File: src/rtl/umi_req_limiter.sv
// Inline UMI host-port stage: limits in-flight non-posted requests, tracks
// outstanding responses, and runs a response watchdog with sticky status flags.
module umi_req_limiter #(
  parameter int DW      = 64,
  parameter int AW      = 64,
  parameter int CW      = 32,
  parameter int MAXOUT  = 8,
  parameter int CNTW    = 4,
  parameter int TIMEOUT = 4096,
  parameter int TOW     = 16
) (
  input  logic            clk,
  input  logic            nreset,
  // upstream request
  input  logic            uhost_req_valid,
  input  logic [CW-1:0]   uhost_req_cmd,
  input  logic [AW-1:0]   uhost_req_dstaddr,
  input  logic [AW-1:0]   uhost_req_srcaddr,
  input  logic [DW-1:0]   uhost_req_data,
  output logic            uhost_req_ready,
  // upstream response
  output logic            uhost_resp_valid,
  output logic [CW-1:0]   uhost_resp_cmd,
  output logic [AW-1:0]   uhost_resp_dstaddr,
  output logic [AW-1:0]   uhost_resp_srcaddr,
  output logic [DW-1:0]   uhost_resp_data,
  input  logic            uhost_resp_ready,
  // downstream request
  output logic            udev_req_valid,
  output logic [CW-1:0]   udev_req_cmd,
  output logic [AW-1:0]   udev_req_dstaddr,
  output logic [AW-1:0]   udev_req_srcaddr,
  output logic [DW-1:0]   udev_req_data,
  input  logic            udev_req_ready,
  // downstream response
  input  logic            udev_resp_valid,
  input  logic [CW-1:0]   udev_resp_cmd,
  input  logic [AW-1:0]   udev_resp_dstaddr,
  input  logic [AW-1:0]   udev_resp_srcaddr,
  input  logic [DW-1:0]   udev_resp_data,
  output logic            udev_resp_ready,
  // status
  input  logic            err_clear,
  output logic [CNTW-1:0] outstanding,
  output logic            idle,
  output logic            timeout_err,
  output logic            underflow_err
);

  localparam logic [4:0] REQ_RD     = 5'h01;
  localparam logic [4:0] REQ_WR     = 5'h03;
  localparam logic [4:0] REQ_ATOMIC = 5'h09;
  localparam logic [4:0] RESP_READ  = 5'h02;
  localparam logic [4:0] RESP_WR    = 5'h04;

  localparam logic [CNTW-1:0] MAXOUT_C = CNTW'(MAXOUT);
  localparam logic [TOW-1:0]  TO_LAST  = TOW'((TIMEOUT > 0) ? (TIMEOUT - 1) : 0);
  localparam logic [TOW-1:0]  TO_SAT   = TOW'(TIMEOUT);

  function automatic logic is_nonposted(input logic [4:0] op);
    return (op == REQ_RD) || (op == REQ_WR) || (op == REQ_ATOMIC);
  endfunction

  function automatic logic is_counted(input logic [4:0] op);
    return (op == RESP_READ) || (op == RESP_WR);
  endfunction

  logic [CNTW-1:0] outstanding_q, outstanding_d;
  logic            idle_q, idle_d;
  logic            timeout_q, timeout_d;
  logic            underflow_q, underflow_d;
  logic [TOW-1:0]  wd_q, wd_d;

  logic block_s, inc_s, dec_s, uf_set_s, to_set_s;
  logic req_np_s, req_eom_s, resp_cnt_s, resp_eom_s;

  assign req_np_s   = is_nonposted(uhost_req_cmd[4:0]);
  assign req_eom_s  = uhost_req_cmd[22];
  assign resp_cnt_s = is_counted(udev_resp_cmd[4:0]);
  assign resp_eom_s = udev_resp_cmd[22];

  // Gating only stalls non-posted beats; the count cannot rise mid-message,
  // so a multi-beat message that started below the cap is never split.
  assign block_s = req_np_s & (outstanding_q >= MAXOUT_C);

  assign udev_req_valid   = uhost_req_valid & ~block_s;
  assign uhost_req_ready  = udev_req_ready & ~block_s;
  assign udev_req_cmd     = uhost_req_cmd;
  assign udev_req_dstaddr = uhost_req_dstaddr;
  assign udev_req_srcaddr = uhost_req_srcaddr;
  assign udev_req_data    = uhost_req_data;

  assign uhost_resp_valid   = udev_resp_valid;
  assign uhost_resp_cmd     = udev_resp_cmd;
  assign uhost_resp_dstaddr = udev_resp_dstaddr;
  assign uhost_resp_srcaddr = udev_resp_srcaddr;
  assign uhost_resp_data    = udev_resp_data;
  assign udev_resp_ready    = uhost_resp_ready;

  assign inc_s = uhost_req_valid & uhost_req_ready & req_np_s & req_eom_s;
  assign dec_s = udev_resp_valid & uhost_resp_ready & resp_cnt_s & resp_eom_s;

  // Outstanding counter next state; a response at zero count is ignored.
  always_comb begin
    outstanding_d = outstanding_q;
    uf_set_s      = 1'b0;
    if (inc_s && dec_s) begin
      if (outstanding_q == {CNTW{1'b0}}) begin
        outstanding_d = CNTW'(1);
      end else begin
        outstanding_d = outstanding_q;
      end
    end else if (inc_s) begin
      outstanding_d = outstanding_q + CNTW'(1);
    end else if (dec_s) begin
      if (outstanding_q != {CNTW{1'b0}}) begin
        outstanding_d = outstanding_q - CNTW'(1);
      end else begin
        uf_set_s = 1'b1;
      end
    end else begin
      outstanding_d = outstanding_q;
    end
    idle_d = (outstanding_d == {CNTW{1'b0}});
  end

  // Watchdog saturates one past the firing point so it fires once per stall.
  always_comb begin
    wd_d     = wd_q;
    to_set_s = 1'b0;
    if (TIMEOUT == 0) begin
      wd_d = {TOW{1'b0}};
    end else if ((outstanding_q == {CNTW{1'b0}}) || dec_s) begin
      wd_d = {TOW{1'b0}};
    end else begin
      to_set_s = (wd_q == TO_LAST);
      if (wd_q == TO_SAT) begin
        wd_d = wd_q;
      end else begin
        wd_d = wd_q + TOW'(1);
      end
    end
  end

  // Sticky error flags: a new set event wins over err_clear.
  always_comb begin
    if (uf_set_s) begin
      underflow_d = 1'b1;
    end else if (err_clear) begin
      underflow_d = 1'b0;
    end else begin
      underflow_d = underflow_q;
    end
    if (to_set_s) begin
      timeout_d = 1'b1;
    end else if (err_clear) begin
      timeout_d = 1'b0;
    end else begin
      timeout_d = timeout_q;
    end
  end

  // State registers.
  always_ff @(posedge clk or negedge nreset) begin
    if (!nreset) begin
      outstanding_q <= {CNTW{1'b0}};
      idle_q        <= 1'b1;
      timeout_q     <= 1'b0;
      underflow_q   <= 1'b0;
      wd_q          <= {TOW{1'b0}};
    end else begin
      outstanding_q <= outstanding_d;
      idle_q        <= idle_d;
      timeout_q     <= timeout_d;
      underflow_q   <= underflow_d;
      wd_q          <= wd_d;
    end
  end

  assign outstanding   = outstanding_q;
  assign idle          = idle_q;
  assign timeout_err   = timeout_q;
  assign underflow_err = underflow_q;

endmodule

File: config.mk
export PLATFORM = sky130hd
export DESIGN_NAME = umi_req_limiter
export DESIGN_NICKNAME = d
export VERILOG_FILES = /design/src/rtl/umi_req_limiter.sv
export SDC_FILE = /design/constraint.sdc
export NUM_CORES = 1
export LEC_CHECK = 0
export BUFFER_PORTS_ARGS = -buffer_cell sky130_fd_sc_hd__buf_2
export CAP_MARGIN = 25
export CORE_AREA = 5 5 356 358
export DETAILED_ROUTE_END_ITERATION = 10
export DIE_AREA = 0 0 361 363
export PLACE_DENSITY = 0.3
export SETUP_SLACK_MARGIN = 0.4
export SYNTH_ARGS = -nofsm -noshare
export SYNTH_HDL_FRONTEND = slang
export SYNTH_SLANG_ARGS = --single-unit
export TNS_END_PERCENT = 20
File: constraint.sdc
create_clock -name clk -period 1.75 [get_ports clk]
set_clock_uncertainty 0.15 [all_clocks]
set_input_delay 0.35 -clock clk [delete_from_list [all_inputs] [get_ports clk]]
set_output_delay 0.35 -clock clk [all_outputs]
set_load 0.1 [all_outputs]
==> results.sh, run 1 <==
export IMPL_status="complete, but fails checks"
export IMPL_violations="negative setup slack"
export IMPL_synth_cell_type_count=41
export IMPL_hold_viol_final=0
export IMPL_period_share_pct=112
export IMPL_clkPwrFrac_pct=15.9
export IMPL_pwr_share_seq_pct=23.6
export IMPL_cap_violations=0
export IMPL_period_minus_slack_ns=1.96
export IMPL_start_util_pct=3.81
export IMPL_clock_path_buffers=2
export IMPL_ioPinCount=914
export IMPL_cts_root_buf="clkbuf_16"
export IMPL_grt_max_degree=18
export IMPL_ir_drop_uv=526
export IMPL_crit_cells=9
export IMPL_p_switching_mw=1.37
export IMPL_whs_path_depth=2
export IMPL_die_area_sq_um=131000
export IMPL_report_final_slew_viol_count=0
export IMPL_drtAntennaViolNets=0
export IMPL_synth_warnings=0
export IMPL_layout_nets=699
export IMPL_cp_arrival_ns=2.00
export IMPL_setup_violations_final=5
export IMPL_fin_ws_ns=-0.214
export IMPL_synth_edf_count=0
export IMPL_drtIter0Drc=86
export IMPL_worstSetupEndpointType="flip-flop"
export IMPL_hold_path_class="primary input to flip-flop"
export IMPL_synth_top_area_cell="buf_4"
export IMPL_rsz0062_at_grt="yes"
export IMPL_path_cells="inv_4 > ha_4 > and2_4 > inv_4 > ha_4 > nand2b_4 > a21oi_2 > a31o_2 > nor4_2"
export IMPL_ys_ff_latch=23
export IMPL_synthArstFlopShare_pct=100
export IMPL_slew_headroom_pct=79.3
export IMPL_dp_hpwl_mm=50.6
export IMPL_holdWs_ns=0.254
export IMPL_grt_pass1_vias=2353
export IMPL_leakagePower_nw=1.25
export IMPL_p_int_mw=1.86
export IMPL_clk_latency_ns=0.26
export IMPL_wl_mm=53.2
export IMPL_path_buf_inv=2
export IMPL_crit_path_max_incr_delay_ns=0.49
export IMPL_antenna_cells=0
export IMPL_cp_top_family="flip-flops"
export IMPL_grt_pass1_wl_mm=58.0
export IMPL_cp_required_ns=1.78
export IMPL_htree_levels=1
export IMPL_die_height_um=363
export IMPL_drt_pass1_iterations=4
export IMPL_reg2regPathDepth=9
export IMPL_drive_gt1_share_pct=61.3
export IMPL_powerDensity_nw_per_um2=683
export IMPL_track_usage_pct=7.68
export IMPL_yosys_top_cells_area="buf_4, dfrtp_1, xor2_1"
export IMPL_core_area_sq_um=123000
export IMPL_pre_cts_slack_ns=-0.388
export IMPL_synth_top_area_share_pct=72.0
export IMPL_startpoint_type="flip-flop"
export IMPL_io_buffer_count=41
export IMPL_fin_area_sq_um=4720
export IMPL_critPathSlowestCell="dfrtp_4"
export IMPL_critPathMaxFanout=3
export IMPL_num_vias=2225
export IMPL_swShare_pct=42.4
export IMPL_globalplace_congestion=0.660
export IMPL_synth_common_cells="buf_4, dfrtp_1, nor2_1"
export IMPL_row_count=129
export IMPL_die_width_um=361
export IMPL_tightest_slew_ns=0.303
export IMPL_synth_ff_type="dfrtp_1"
export IMPL_syn_num_nets=1048
export IMPL_criticalPathCategory="flip-flop to flip-flop"
export IMPL_clock_sinks=23
export IMPL_yosysMostFrequentCell="buf_4"
export IMPL_synth_avg_cell_area_sq_um=7.98
export IMPL_viasPerCell=1.19
export IMPL_postSynthCellCount=588
export IMPL_cts_made_buffers=3
export IMPL_power_frac_comb_pct=60.5
export IMPL_multiInputGateArea_sq_um=923
export IMPL_ys_seq_area_share_pct=12.3
export IMPL_synthToLayoutAreaGrowth_pct=0.640
export IMPL_overflow=0
export IMPL_drcViolationCount=0
export IMPL_post_drt_wl_per_cell_um=28.4
export IMPL_cts_tree="done"
export IMPL_nFillCells=14600
export IMPL_max_freq_ghz=0.509
export IMPL_synth_area_sq_um=4690
export IMPL_register_area_sq_um=589
export IMPL_clkTransAtPathRegs_ns=0.06
export IMPL_place_area_sq_um=4250
export IMPL_antenna_found_initial=3
export IMPL_power_total_mw=3.23
[cell usage in the layout (no fill, tap or decap), drive strengths merged, types with 2 or more instances in the layout]
cell type	count
nand3	14
nand2b	2
and2	2
ha	5
xor2	12
dfrtp	22
nor2	18
a21boi	2
nand4	7
and3	4
inv	7
nor4	2
o21ai	2
nand2	10
or3	2
xnor2	2
nor4b	2
buf	97
a21oi	4
clkbuf	3
[worst register-to-register path, stage by stage (launching register included)]
cell and delay [ns]:
dfrtp_4 0.49, inv_4 0.07, ha_4 0.12, and2_4 0.14
inv_4 0.04, ha_4 0.24, nand2b_4 0.11, a21oi_2 0.05
a31o_2 0.23, nor4_2 0.23
[metal layers]
layer  wire length, um  up-vias  GRT usage (%)
met5                82        -          0.570
met4              1880        4           2.51
met3             21800      160           15.1
met2             23000      517           11.5
met1              6380      852           2.67
li1                  -      692              -
[per-stage QoR]
step / setup TNS [ns] / cells / utilization (%)
after global placement: -2.57 / 1859 / 3.45
final: -0.495 / 1875 / 3.84
after floorplan: -1.17 / 588 / -
after global routing: -0.821 / 1875 / 3.84
after CTS: -0.267 / 1866 / 3.67
after detailed placement: -2.19 / 1859 / 3.45
[flip-flops by register name, summed over array words and instances, names as in the netlist]
register,count
outstanding,4
timeout_err,1
wd_q,16
idle,1
underflow_err,1
[cell type report]
cell class                 instances  share of cell area, %
clock buffer                       3                   1.59
clock inverter                     1                  0.106
inverter                           7                  0.715
multi-input combinational        106                   19.6
sequential                        23                   12.5
tap                             1637                   43.4
timing repair buffer              98                   22.2
[power groups by stage]
stage	combinational, mW	clock [mW]	sequential, mW
after detailed placement	1.64	0	0.754
after global routing	2.11	0.563	0.777
after global placement	1.65	0	0.752
after floorplan	5.28	0	1.07
after CTS	1.77	0.543	0.758
final	1.95	0.513	0.761
[path summary, 6_finish.rpt]
check,slack [ns],to,start
worst max register to register,-0.21,idle$_DFF_PN1_,outstanding[1]$_DFF_PN0_
worst max-delay path,-0.21,idle$_DFF_PN1_,outstanding[1]$_DFF_PN0_
max in group asynchronous,0.58,wd_q[6]$_DFFE_PN0P_,nreset
worst min register to register,0.40,wd_q[15]$_DFFE_PN0P_,wd_q[15]$_DFFE_PN0P_
worst min-delay path,0.25,timeout_err$_DFFE_PN0P_,err_clear
min in group asynchronous,0.47,wd_q[15]$_DFFE_PN0P_,nreset
[cell families after synthesis]
logic type / Yosys count / synth area share [%]
buf+inv: 459 / 72.9
simple gates: 70 / 8.13
flops: 23 / 12.3
compound gates: 17 / 2.75
xor+xnor: 14 / 2.61
fa+ha+maj: 5 / 1.33
[what timing repair did]
| item | 4_1_cts | 5_1_grt |
|---|---|---|
| hold buffers | 1 | 0 |
| setup endpoints to repair | 33 | 42 |
| setup buffers | 2 | 9 |
| resized for setup | 36 | 29 |
| hold endpoints to repair | 12 | 0 |
| pin swaps | 14 | 21 |
Note: power is estimated with default switching activity, not from simulation.
==> run 2: changes to the inputs <==
Settings changed: CORE_AREA 5 5 356 358 to 5 5 350 352, DIE_AREA 0 0 361 363 to 0 0 355 357.
Clock period 1.75 ns to 2.3 ns, I/O delays scaled along.
==> results.sh, run 2 (synthesized netlist as in run 1, its figures left out) <==
export IMPL_leakagePower_nw=0.963
export IMPL_hold_buffers=0
export IMPL_drt_pass1_iterations=4
export IMPL_mostFrequentLayoutCells="buf_2, buf_4, dfrtp_1"
export IMPL_num_vias=2077
export IMPL_critPathSlowestCell="a211oi_4"
export IMPL_startpoint_type="primary input"
export IMPL_reg2reg_from="outstanding[0]$_DFF_PN0_"
export IMPL_drcViolationCount=0
export IMPL_cp_required_ns=1.69
export IMPL_wl_met1_mm=6.11
export IMPL_grt_pass1_vias=2156
export IMPL_cts_tree="done"
export IMPL_start_util_pct=3.94
export IMPL_largest_reg_flops=16
export IMPL_antenna_found_initial=3
export IMPL_wl_met3_mm=20.5
export IMPL_globalplace_congestion=0.649
export IMPL_setup_violations_final=0
export IMPL_crit_path_max_incr_delay_ns=0.24
export IMPL_period_minus_slack_ns=2.14
export IMPL_tightest_slew_ns=0.616
export IMPL_clk_latency_ns=0.27
export IMPL_cts_root_buf="clkbuf_16"
export IMPL_post_drt_wl_per_cell_um=29.3
export IMPL_power_total_mw=2.06
export IMPL_nFillCells=14100
export IMPL_die_width_um=355
export IMPL_cp_arrival_ns=1.53
export IMPL_layout_nets=664
export IMPL_drive_gt1_share_pct=44.3
export IMPL_hold_path_class="primary input to asynchronous set/reset pin"
export IMPL_synthToLayoutAreaGrowth_pct=-17.5
export IMPL_clock_path_buffers=2
export IMPL_wl_mm=51.3
export IMPL_final_common_cell="buf_2"
export IMPL_die_height_um=357
export IMPL_powerDensity_nw_per_um2=533
export IMPL_die_area_sq_um=127000
export IMPL_drtAntennaViolNets=0
export IMPL_ir_drop_uv=268
export IMPL_hold_viol_final=0
export IMPL_track_usage_pct=7.67
export IMPL_grt_pass1_wl_mm=55.6
export IMPL_ioPinCount=914
export IMPL_row_count=127
export IMPL_htree_levels=1
export IMPL_crit_top_cell="buf_4"
export IMPL_dp_hpwl_mm=48.8
export IMPL_slew_headroom_pct=59.2
export IMPL_dr_max_layer_used="met5"
export IMPL_period_share_pct=93.0
export IMPL_path_cells="buf_8 > a211oi_4 > buf_6 > and2_4 > buf_4 > buf_4 > a21boi_4 > buf_12"
export IMPL_dr_wl_met2_mm=22.7
export IMPL_fin_area_sq_um=3870
export IMPL_core_area_sq_um=119000
export IMPL_cp_startpoint="uhost_req_cmd[1]"
export IMPL_criticalPathCategory="primary input to output pin"
export IMPL_reg2regPathDepth=9
export IMPL_reg2reg_slack_ns=0.23
export IMPL_critPathMaxFanout=3
export IMPL_place_area_sq_um=3590
export IMPL_cts_made_buffers=3
export IMPL_drtIter0Drc=123
export IMPL_io_buffer_count=41
export IMPL_clkTransAtPathRegs_ns=0.06
export IMPL_rsz0062_at_grt="yes"
export IMPL_viasPerCell=1.19
export IMPL_largest_register="wd_q"
export IMPL_status="complete, no violations"
export IMPL_r2r_end="idle$_DFF_PN1_"
export IMPL_max_freq_ghz=0.467
export IMPL_grt_max_degree=24
export IMPL_report_final_slew_viol_count=0
export IMPL_worstSetupEndpointType="output pin"
export IMPL_clock_sinks=23
export IMPL_overflow=0
export IMPL_cap_violations=0
export IMPL_utilization_pct=3.25
==> run 2: changes by cell type in the layout (fill, tap and decap cells not counted), moves of 3 or more <==
| cell | delta |
|---|---|
| nand3_1 | +3 |
| buf_12 | -20 |
| buf_4 | -29 |
| buf_6 | -8 |
| buf_2 | +21 |
==> run 2: metrics by stage <==
step / setup WS, ns / hold WS [ns] / setup TNS, ns / instances
6_report: 0.161 / 0.0456 / 0 / 1752
5_1_grt: 0.0555 / 0.104 / 0 / 1751
4_1_cts: 0.0176 / 0.0703 / 0 / 1738
3_5_place_dp: -0.0603 / 0.372 / -0.0603 / 1731
3_3_place_gp: -0.0765 / 0.368 / -0.0765 / 1731
2_1_floorplan: 0.206 / 0.0144 / 0 / 588
==> run 2: final cells by class <==
class                      count  area [sq um]  area share (%)
clock buffer                   3          75.1            1.94
timing repair buffer          63           464            12.0
multi-input combinational    106           768            19.8
antenna                        1          2.50          0.0646
clock inverter                 1          5.00           0.129
inverter                       7          31.3           0.808
tap                         1548          1940            50.0
sequential                    23           589            15.2
==> run 2: power by group <==
part | internal (mW) | switching, mW
Clock | 0.235 | 0.172
Combinational | 0.372 | 0.685
Sequential | 0.498 | 0.103
Total | 1.11 | 0.960
==> run 2: how the worst max path moves through the flow <==
stage / slack (ns) / to
floorplan: 0.21 / idle$_DFF_PN1_
global placement: -0.08 / udev_req_valid
detailed placement: -0.06 / udev_req_valid
CTS: 0.02 / udev_req_valid
global route: 0.06 / udev_req_valid
finish: 0.16 / uhost_req_ready
==> run 2: timing repair <==
action,CTS,global route
endpoints found under the setup margin,3,12
pin swaps,3,4
endpoints found under the hold margin,0,0
setup buffers,3,13
resized for setup,7,9
==> run 2: per-layer routing <==
layer	track usage, %	up-vias
met1	2.65	777
li1	-	623
met3	14.8	148
met4	2.35	4
met2	11.9	525
met5	0.830	-
==> run 2: critical path, delay by kind of cell <==
| kind | cells | cell delay [ns] |
|---|---|---|
| AO/OA/AOI/OAI | 2 | 0.30 |
| AND/OR/NAND/NOR | 1 | 0.15 |
| buffers and inverters | 5 | 0.60 |
==> run 3: changes to the inputs <==
Settings changed: PLACE_DENSITY 0.3 to default.
==> results.sh, run 3 (synthesized netlist as in run 1, its figures left out) <==
export IMPL_core_area_sq_um=119000
export IMPL_clkTransAtPathRegs_ns=0.07
export IMPL_mostFrequentLayoutCells="buf_2, dfrtp_1, nor2_1"
export IMPL_row_count=127
export IMPL_ir_drop_uv=634
export IMPL_post_drt_wl_per_cell_um=40.1
export IMPL_die_height_um=357
export IMPL_clkPwrFrac_pct=19.5
export IMPL_setup_tns_ns=0
export IMPL_drtAntennaViolNets=0
export IMPL_die_area_sq_um=127000
export IMPL_hold_viol_final=0
export IMPL_wl_mm=70.0
export IMPL_cp_required_ns=1.69
export IMPL_nFillCells=14100
export IMPL_start_util_pct=3.94
export IMPL_multiInputGateArea_sq_um=787
export IMPL_criticalPathCategory="primary input to output pin"
export IMPL_grt_max_degree=24
export IMPL_critPathMaxFanout=3
export IMPL_pwr_share_seq_pct=30.6
export IMPL_track_usage_pct=10.5
export IMPL_p_int_mw=1.07
export IMPL_cap_violations=0
export IMPL_largest_register="wd_q"
export IMPL_cts_root_buf="clkbuf_16"
export IMPL_report_final_slew_viol_count=0
export IMPL_final_common_cell="buf_2"
export IMPL_ioPinCount=914
export IMPL_reg2regPathDepth=9
export IMPL_leakagePower_nw=0.922
export IMPL_drive_gt1_share_pct=43.9
export IMPL_reg2reg_from="outstanding[0]$_DFF_PN0_"
export IMPL_fin_ws_ns=0.333
export IMPL_largest_reg_flops=16
export IMPL_viasPerCell=1.17
export IMPL_swShare_pct=46.2
export IMPL_place_area_sq_um=3610
export IMPL_powerDensity_nw_per_um2=518
export IMPL_dp_cells=1732
export IMPL_clk_latency_ns=0.26
export IMPL_period_minus_slack_ns=1.97
export IMPL_synthToLayoutAreaGrowth_pct=-18.6
export IMPL_htree_levels=1
export IMPL_clock_sinks=23
export IMPL_power_frac_comb_pct=49.9
export IMPL_drt_pass1_iterations=4
export IMPL_globalplace_congestion=0.847
export IMPL_cts_made_buffers=3
export IMPL_clock_path_buffers=2
export IMPL_hold_path_class="primary input to asynchronous set/reset pin"
export IMPL_overflow=0
export IMPL_p_switching_mw=0.915
export IMPL_pre_cts_slack_ns=0.0382
export IMPL_period_share_pct=85.5
export IMPL_reg2reg_slack_ns=0.34
export IMPL_num_vias=2044
export IMPL_status="complete, no violations"
export IMPL_cts_tree="done"
export IMPL_stdcell_count=1745
export IMPL_antenna_found_initial=5
export IMPL_fin_area_sq_um=3820
export IMPL_cp_arrival_ns=1.36
export IMPL_slew_headroom_pct=59.4
export IMPL_rsz0062_at_grt="yes"
export IMPL_register_area_sq_um=589
export IMPL_utilization_pct=3.21
export IMPL_die_width_um=355
export IMPL_setup_violations_final=0
export IMPL_hold_buffers=0
export IMPL_drtIter0Drc=79
export IMPL_grt_pass1_vias=1983
export IMPL_r2r_end="idle$_DFF_PN1_"
export IMPL_layout_nets=657
export IMPL_io_buffer_count=41
export IMPL_worstSetupEndpointType="output pin"
export IMPL_dp_hpwl_mm=67.9
export IMPL_tightest_slew_ns=0.614
export IMPL_grt_pass1_wl_mm=73.9
export IMPL_startpoint_type="primary input"
export IMPL_drcViolationCount=0
export IMPL_max_freq_ghz=0.508
==> run 3: how the worst max path moves through the flow <==
stage                                        start               to  slack [ns]  cells past startpoint
final                             uhost_req_cmd[2]  uhost_req_ready        0.33                      5
after global routing      outstanding[3]$_DFF_PN0_   idle$_DFF_PN1_        0.27                      6
after CTS                 outstanding[1]$_DFF_PN0_   idle$_DFF_PN1_        0.32                      9
after detailed placement          udev_resp_cmd[3]   idle$_DFF_PN1_        0.04                      8
after global placement            udev_resp_cmd[3]   idle$_DFF_PN1_        0.08                      8
after floorplan           outstanding[1]$_DFF_PN0_   idle$_DFF_PN1_        0.21                      9
==> run 3: what timing repair did <==
item / 4_1_cts / 5_1_grt
gates cloned: 0 / 0
endpoints found under the setup margin: 4 / 12
gates resized for setup: 7 / 9
buffers inserted: 6 / 2
pin swaps: 5 / 1
==> run 3: stage by stage <==
stage | power (mW) | hold WS [ns]
2_1_floorplan | 4.83 | 0.0144
3_3_place_gp | 1.46 | 0.331
3_5_place_dp | 1.48 | 0.340
4_1_cts | 1.97 | 0.0536
5_1_grt | 2.10 | 0.0880
6_report | 1.98 | 0.0437
==> run 3: per-layer routing <==
layer | track usage (%) | vias to the layer above | wire (um)
met3 | 24.0 | 98 | 33200
li1 | - | 609 | -
met2 | 15.7 | 590 | 29800
met5 | 0 | - | 0
met4 | 1.97 | 0 | 1390
met1 | 2.37 | 747 | 5590
==> run 3: critical path, cell delays in order <==
cell,delay [ns]
buf_2,0.12
a211oi_4,0.27
and2_4,0.22
a21boi_4,0.09
buf_12,0.18
==> run 3: cell type report <==
type / instances / area share [%]
multi-input cells: 106 / 20.6
inverters: 7 / 0.884
flip-flops and latches: 23 / 15.4
clock buffers: 3 / 1.97
clock inverters: 1 / 0.131
well taps: 1548 / 50.7
repair buffers: 56 / 10.2
diodes: 1 / 0.0655
==> run 3: power by group through the flow <==
stage | Combinational (mW) | Sequential, mW | Clock (mW)
floorplan | 4.02 | 0.813 | 0
detailed placement | 0.842 | 0.636 | 0
global route | 1.06 | 0.620 | 0.415
CTS | 0.968 | 0.608 | 0.398
global placement | 0.832 | 0.632 | 0
finish | 0.987 | 0.607 | 0.386
